**config.mk**
```make
export PLATFORM = sky130hd
export DESIGN_NAME = pipe_stage_skid_flat
export DESIGN_NICKNAME = d
export VERILOG_FILES = /design/src/rtl/pipe_stage_skid_if.sv /design/src/rtl/pipe_stage_skid.sv /design/src/flat_wrapper.sv
export SDC_FILE = /design/constraint.sdc
export NUM_CORES = 1
export LEC_CHECK = 0
export ABC_CLOCK_PERIOD_IN_PS = 5610
export CAP_MARGIN = 30
export CORE_MARGIN = 2
export CORE_UTILIZATION = 43
export CTS_CLUSTER_SIZE = 25
export DETAILED_ROUTE_END_ITERATION = 7
export MAX_ROUTING_LAYER = met4
export PLACE_DENSITY = 0.8
export SLEW_MARGIN = 30
export SYNTH_ARGS = -nofsm -noshare
export SYNTH_HDL_FRONTEND = slang
export SYNTH_SLANG_ARGS = --single-unit
```
**constraint.sdc**
```tcl
create_clock -name clk -period 5.61 [get_ports clk]
set_input_delay 1.122 -clock clk [delete_from_list [all_inputs] [get_ports clk]]
set_output_delay 1.122 -clock clk [all_outputs]
set_load 0.02 [all_outputs]
```
**src/rtl/pipe_stage_skid_if.sv**
```systemverilog
// Handshake/payload bundle for pipe_stage_skid. master = upstream producer and
// downstream consumer side, slave = the pipeline stage itself.
interface pipe_stage_skid_if #(
  parameter int CTRL_W = 6,
  parameter int DATA_W = 32,
  parameter int NCH    = 2
);
  logic                    in_valid;
  logic                    in_ready;
  logic [31:0]             ir_in;
  logic [31:0]             pc_in;
  logic [CTRL_W-1:0]       ctrl_in;
  logic [NCH*DATA_W-1:0]   data_in;
  logic                    out_valid;
  logic                    out_ready;
  logic [31:0]             ir_out;
  logic [31:0]             pc_out;
  logic [CTRL_W-1:0]       ctrl_out;
  logic [NCH*DATA_W-1:0]   data_out;
  logic [1:0]              occ;

  modport master (
    output in_valid, ir_in, pc_in, ctrl_in, data_in, out_ready,
    input  in_ready, out_valid, ir_out, pc_out, ctrl_out, data_out, occ
  );

  modport slave (
    input  in_valid, ir_in, pc_in, ctrl_in, data_in, out_ready,
    output in_ready, out_valid, ir_out, pc_out, ctrl_out, data_out, occ
  );
endinterface

```
**src/rtl/pipe_stage_skid.sv**
```systemverilog
// Valid/ready inter-stage pipeline register with flush-to-bubble.
// Define PIPE_STAGE_SKID_EN to build the two-entry skid buffer with registered in_ready.
module pipe_stage_skid #(
  parameter int CTRL_W = 6,
  parameter int DATA_W = 32,
  parameter int NCH    = 2
) (
  input  logic                clk,
  input  logic                rst,
  input  logic                flush,
  pipe_stage_skid_if.slave    bus
);
  localparam int PW = 64 + CTRL_W + NCH*DATA_W;

  localparam logic [1:0] EMPTY = 2'd0;
  localparam logic [1:0] ONE   = 2'd1;

  logic [1:0]    state_q, state_d;
  logic [PW-1:0] m_q, m_d;
  logic [PW-1:0] in_pay;
  logic          out_valid;
  logic          accept;
  logic          fire;

  assign in_pay    = {bus.ir_in, bus.pc_in, bus.ctrl_in, bus.data_in};
  assign {bus.ir_out, bus.pc_out, bus.ctrl_out, bus.data_out} = m_q;
  assign out_valid = (state_q != EMPTY);
  assign bus.out_valid = out_valid;
  // State encoding equals the entry count.
  assign bus.occ   = state_q;
  assign fire      = out_valid & bus.out_ready;
  assign accept    = bus.in_valid & bus.in_ready;

`ifdef PIPE_STAGE_SKID_EN
  localparam logic [1:0] TWO = 2'd2;

  logic [PW-1:0] s_q, s_d;
  logic          in_ready_q, in_ready_d;

  // Registered ready, only flush overrides it combinationally.
  assign bus.in_ready = in_ready_q & ~flush;

  always_comb begin
    state_d = state_q;
    m_d     = m_q;
    s_d     = s_q;
    if (flush) begin
      state_d = EMPTY;
      m_d     = '0;
      s_d     = '0;
    end else begin
      case (state_q)
        EMPTY: begin
          if (accept) begin
            state_d = ONE;
            m_d     = in_pay;
          end
        end
        ONE: begin
          if (accept && fire) begin
            m_d     = in_pay;
          end else if (accept) begin
            state_d = TWO;
            s_d     = in_pay;
          end else if (fire) begin
            state_d = EMPTY;
          end
        end
        TWO: begin
          if (fire) begin
            state_d = ONE;
            m_d     = s_q;
          end
        end
        default: state_d = EMPTY;
      endcase
    end
    in_ready_d = (state_d != TWO);
  end

  always_ff @(posedge clk or posedge rst) begin
    if (rst) begin
      state_q    <= EMPTY;
      m_q        <= '0;
      s_q        <= '0;
      in_ready_q <= 1'b1;
    end else begin
      state_q    <= state_d;
      m_q        <= m_d;
      s_q        <= s_d;
      in_ready_q <= in_ready_d;
    end
  end
`else
  assign bus.in_ready = (~out_valid | bus.out_ready) & ~flush;

  // A held beat can only be replaced when it fires, so accept always reloads M.
  always_comb begin
    state_d = state_q;
    m_d     = m_q;
    if (flush) begin
      state_d = EMPTY;
      m_d     = '0;
    end else if (accept) begin
      state_d = ONE;
      m_d     = in_pay;
    end else if (fire) begin
      state_d = EMPTY;
    end
  end

  always_ff @(posedge clk or posedge rst) begin
    if (rst) begin
      state_q <= EMPTY;
      m_q     <= '0;
    end else begin
      state_q <= state_d;
      m_q     <= m_d;
    end
  end
`endif
endmodule
```
**src/flat_wrapper.sv**
```systemverilog
// flat-port wrapper written by rule: the top's interface ports become plain ports
module pipe_stage_skid_flat 
#(
  parameter int CTRL_W = 6,
  parameter int DATA_W = 32,
  parameter int NCH    = 2
)
  (clk, rst, flush, bus_in_valid, bus_ir_in, bus_pc_in, bus_ctrl_in, bus_data_in, bus_out_ready, bus_in_ready, bus_out_valid, bus_ir_out, bus_pc_out, bus_ctrl_out, bus_data_out, bus_occ);
  pipe_stage_skid_if #(.CTRL_W(CTRL_W), .DATA_W(DATA_W), .NCH(NCH)) bus_i ();
  input  logic clk;
  input  logic rst;
  input  logic flush;
  input wire logic [$bits(bus_i.in_valid)-1:0] bus_in_valid;
  input wire logic [$bits(bus_i.ir_in)-1:0] bus_ir_in;
  input wire logic [$bits(bus_i.pc_in)-1:0] bus_pc_in;
  input wire logic [$bits(bus_i.ctrl_in)-1:0] bus_ctrl_in;
  input wire logic [$bits(bus_i.data_in)-1:0] bus_data_in;
  input wire logic [$bits(bus_i.out_ready)-1:0] bus_out_ready;
  output wire logic [$bits(bus_i.in_ready)-1:0] bus_in_ready;
  output wire logic [$bits(bus_i.out_valid)-1:0] bus_out_valid;
  output wire logic [$bits(bus_i.ir_out)-1:0] bus_ir_out;
  output wire logic [$bits(bus_i.pc_out)-1:0] bus_pc_out;
  output wire logic [$bits(bus_i.ctrl_out)-1:0] bus_ctrl_out;
  output wire logic [$bits(bus_i.data_out)-1:0] bus_data_out;
  output wire logic [$bits(bus_i.occ)-1:0] bus_occ;
  assign bus_i.in_valid = bus_in_valid;
  assign bus_i.ir_in = bus_ir_in;
  assign bus_i.pc_in = bus_pc_in;
  assign bus_i.ctrl_in = bus_ctrl_in;
  assign bus_i.data_in = bus_data_in;
  assign bus_i.out_ready = bus_out_ready;
  assign bus_in_ready = bus_i.in_ready;
  assign bus_out_valid = bus_i.out_valid;
  assign bus_ir_out = bus_i.ir_out;
  assign bus_pc_out = bus_i.pc_out;
  assign bus_ctrl_out = bus_i.ctrl_out;
  assign bus_data_out = bus_i.data_out;
  assign bus_occ = bus_i.occ;
  pipe_stage_skid #(.CTRL_W(CTRL_W), .DATA_W(DATA_W), .NCH(NCH)) u_core (.clk(clk), .rst(rst), .flush(flush), .bus(bus_i));
endmodule
```
==> flow_summary.toml <==
[run_status]
status = "complete, no violations"

[clock_tree]
cts_sinks = 135
ctsResizeCount = 0
clk_pin_slew_ns = 0.06
cts.htree.levels = 4
cts_buffers = 17
cts_hold_buffers = 0
clock_path_buffers = 2
cts_root_buf = "clkbuf_16"
cts_tree = "done"
clock_latency_ns = 0.41
post_cts_buffers = 0

[layout]
utilization = 0.664
diodes = 0
fin_cells = 1044
nets = 983
n_fill_cell = 1154
area_growth_syn_to_layout_pct = 50.9
layout-drive-gt1-share = 0.0456

[worst_setup_path]
crit_cells = 4
endpoint_kind = "output pin"
r2r.worst_path.cells = 4
crit_start = "bus_out_ready"
r2r-start = "u_core.bus.occ[0]"
slowest_delay_ns = 0.61
crit_arrival_ns = 2.38
critPathBufInv = 2
crit_slowest_cell = "clkdlybuf4s50_1"
cp_cell_sequence = "clkdlybuf4s50_1 > nor2b_4 > nor2_1 > clkdlybuf4s50_1"
cpMostUsedCell = "clkdlybuf4s50_1"
path_class = "in -> out"
cp_max_fo = 3
cp-start-kind = "primary input"
worstPathRequired_ns = 4.49
r2r_end = "u_core.m_q[121]"
setup.worst_path.end = "bus_in_ready"
r2r_slack_ns = 3.88
critPathTopFamily = "buffers and inverters"

[timing]
max_slew_margin = 0.416
finalClockSkew_ns = 0.00561
hold_viol = 0
worst_slew_pin_slew_ns = 0.876
finalCritPeriodShare = 0.625
period_needed_ns = 3.51
fin_ws_ns = 2.10
rsz0062_at_grt = "no"
finalMaxSlewViolations = 0
setup_viol = 0
finalSetupTns_ns = 0
fmax_mhz = 285

[global_routing]
grt_max_degree = 134
grt_pass1_wl_um = 25800
grt_pass1_vias = 5229
grt_usage = 0.207
grt_overflow_total = 0
antenna_found_initial = 0

[detailed_routing]
drt_iter0_drc = 288
postRouteAntennaNets = 0
drt_wl_total_um = 16800
dr.pass1.iters = 4
detail_route.wl_per_cell_um = 16.1
route.detailed.drc = 0
detail_route.vias_per_cell = 4.80
vias = 5009

[power_and_ir_drop]
irDropWorstVdd_mv = 0.181
power.switching_uw = 680
clkPwrFrac = 0.420
p_comb_frac = 0.189
power_uw = 2740
power_frac_seq = 0.391
p_sw_frac = 0.248
power_leakage_uw = 0.00441
p_int_uw = 2060
power.density_nw_per_um2 = 272

[synthesis]
synth_top_area_cell = "dfrtp_1"
synth_area_um2 = 6690
syn_avg_cell_area_um2 = 11.3
synth_seq_area_share = 0.505
synth_nets = 730
synth_warnings = 0
synthTopCellsByArea = "dfrtp_1 (50%), nand2b_1 (25%), mux2i_1 (20%)"
synth_top_area_frac = 0.505
ys_seq_elements = 135
netlist_instances = 591
synthDistinctLibCells = 12

[die]
die_area_um2 = 16600
start_util = 0.440
rows = 45
io_pins = 277
die_w_um = 129
fp.coreArea_um2 = 15200
die_y_um = 129

[place]
gp_congestion = 0.735
pre_cts_slack_ns = 2.09
dp.cells = 1013
port_buffers = 275
hpwl_um = 11700

[hold_path]
min_path_type = "reg -> reg"

[flow_run]
cap_violations = 0
-- cell usage in the layout (no fill, tap or decap) --
cell type / count
clkbuf_8: 4
conb_1: 1
mux2i_1: 134
buf_6: 2
buf_4: 5
clkinv_2: 3
clkinvlp_4: 2
clkbuf_16: 17
clkbuf_1: 2
dfrtp_1: 135
nand2b_1: 268
clkdlybuf4s50_1: 274
bufinv_16: 3
nor2_1: 3
inv_6: 1
nor2b_4: 2
-- power by group through the flow --
| stage | clock network (uW) | registers, uW | logic [uW] |
|---|---|---|---|
| CTS | 1170 | 1070 | 526 |
| floorplan | 0 | 1160 | 187 |
| detailed placement | 0 | 1090 | 524 |
| global route | 1220 | 1080 | 554 |
| finish | 1150 | 1070 | 519 |
| global placement | 0 | 1080 | 515 |
-- layout make-up --
| type | count | area (um^2) | area share |
|---|---|---|---|
| Clock buffer | 23 | 488 | 0.0483 |
| Clock inverter | 8 | 120 | 0.0119 |
| Inverter | 1 | 8.76 | 0.000868 |
| Multi-Input combinational cell | 408 | 3060 | 0.303 |
| Sequential cell | 135 | 3380 | 0.335 |
| Tap cell | 188 | 235 | 0.0233 |
| Timing Repair Buffer | 281 | 2800 | 0.278 |
-- flip-flops by register name (all words and copies together), names as in the netlist --
name / count
u_core.bus.occ: 1
u_core.m_q: 134
-- cell families (layout without fill, tap and decap cells) --
kind of cell           Yosys count  count (layout)  synth area share
AND/OR/NAND/NOR                273             273             0.255
multiplexers                   134             134             0.200
flip-flops                     135             135             0.505
buffers and inverters           48             313            0.0387
other                            1               1          0.000561
-- tightest hold or removal path, delay by kind of cell, from the launching register on --
| kind | cells | cell delay, ns |
|---|---|---|
| simple gates | 1 | 0.07 |
| flops | 1 | 0.37 |
| mux | 1 | 0.06 |
-- worst min path at each step --
stage / start / end / slack, ns / depth (start not counted)
final: u_core.m_q[25] / u_core.m_q[25] / 0.54 / 2
after global routing: u_core.m_q[75] / u_core.m_q[75] / 0.56 / 2
after CTS: u_core.m_q[59] / u_core.m_q[59] / 0.55 / 2
after detailed placement: u_core.m_q[25] / u_core.m_q[25] / 0.53 / 2
after global placement: u_core.m_q[132] / u_core.m_q[132] / 0.53 / 2
after floorplan: u_core.m_q[0] / u_core.m_q[0] / 0.63 / 2
-- per-stage QoR --
| stage | hold WS (ns) | cell area [um^2] |
|---|---|---|
| after floorplan | 0.626 | 6690 |
| after global placement | 0.525 | 9480 |
| after detailed placement | 0.532 | 9490 |
| after CTS | 0.545 | 10100 |
| after global routing | 0.558 | 10100 |
| final | 0.541 | 10100 |
-- synthesized netlist by cell type --
library cell  instances
nor2_1                3
inv_1                 1
clkbuf_1             27
buf_4                 4
nand2b_1            268
conb_1                1
buf_2                 9
mux2i_1             134
nor2b_4               1
dfrtp_1             135
nor2b_1               1
buf_6                 7
-- per-layer routing --
layer / global-route usage / vias up / wire [um] / part of all wire
met5: - / - / 0 / 0
met4: 0.0876 / 0 / 414 / 0.025
met3: 0.0603 / 31 / 1200 / 0.072
met2: 0.335 / 196 / 8190 / 0.49
met1: 0.241 / 2393 / 6970 / 0.42
li1: - / 2389 / - / -
Power figures use the tool's default switching activity.
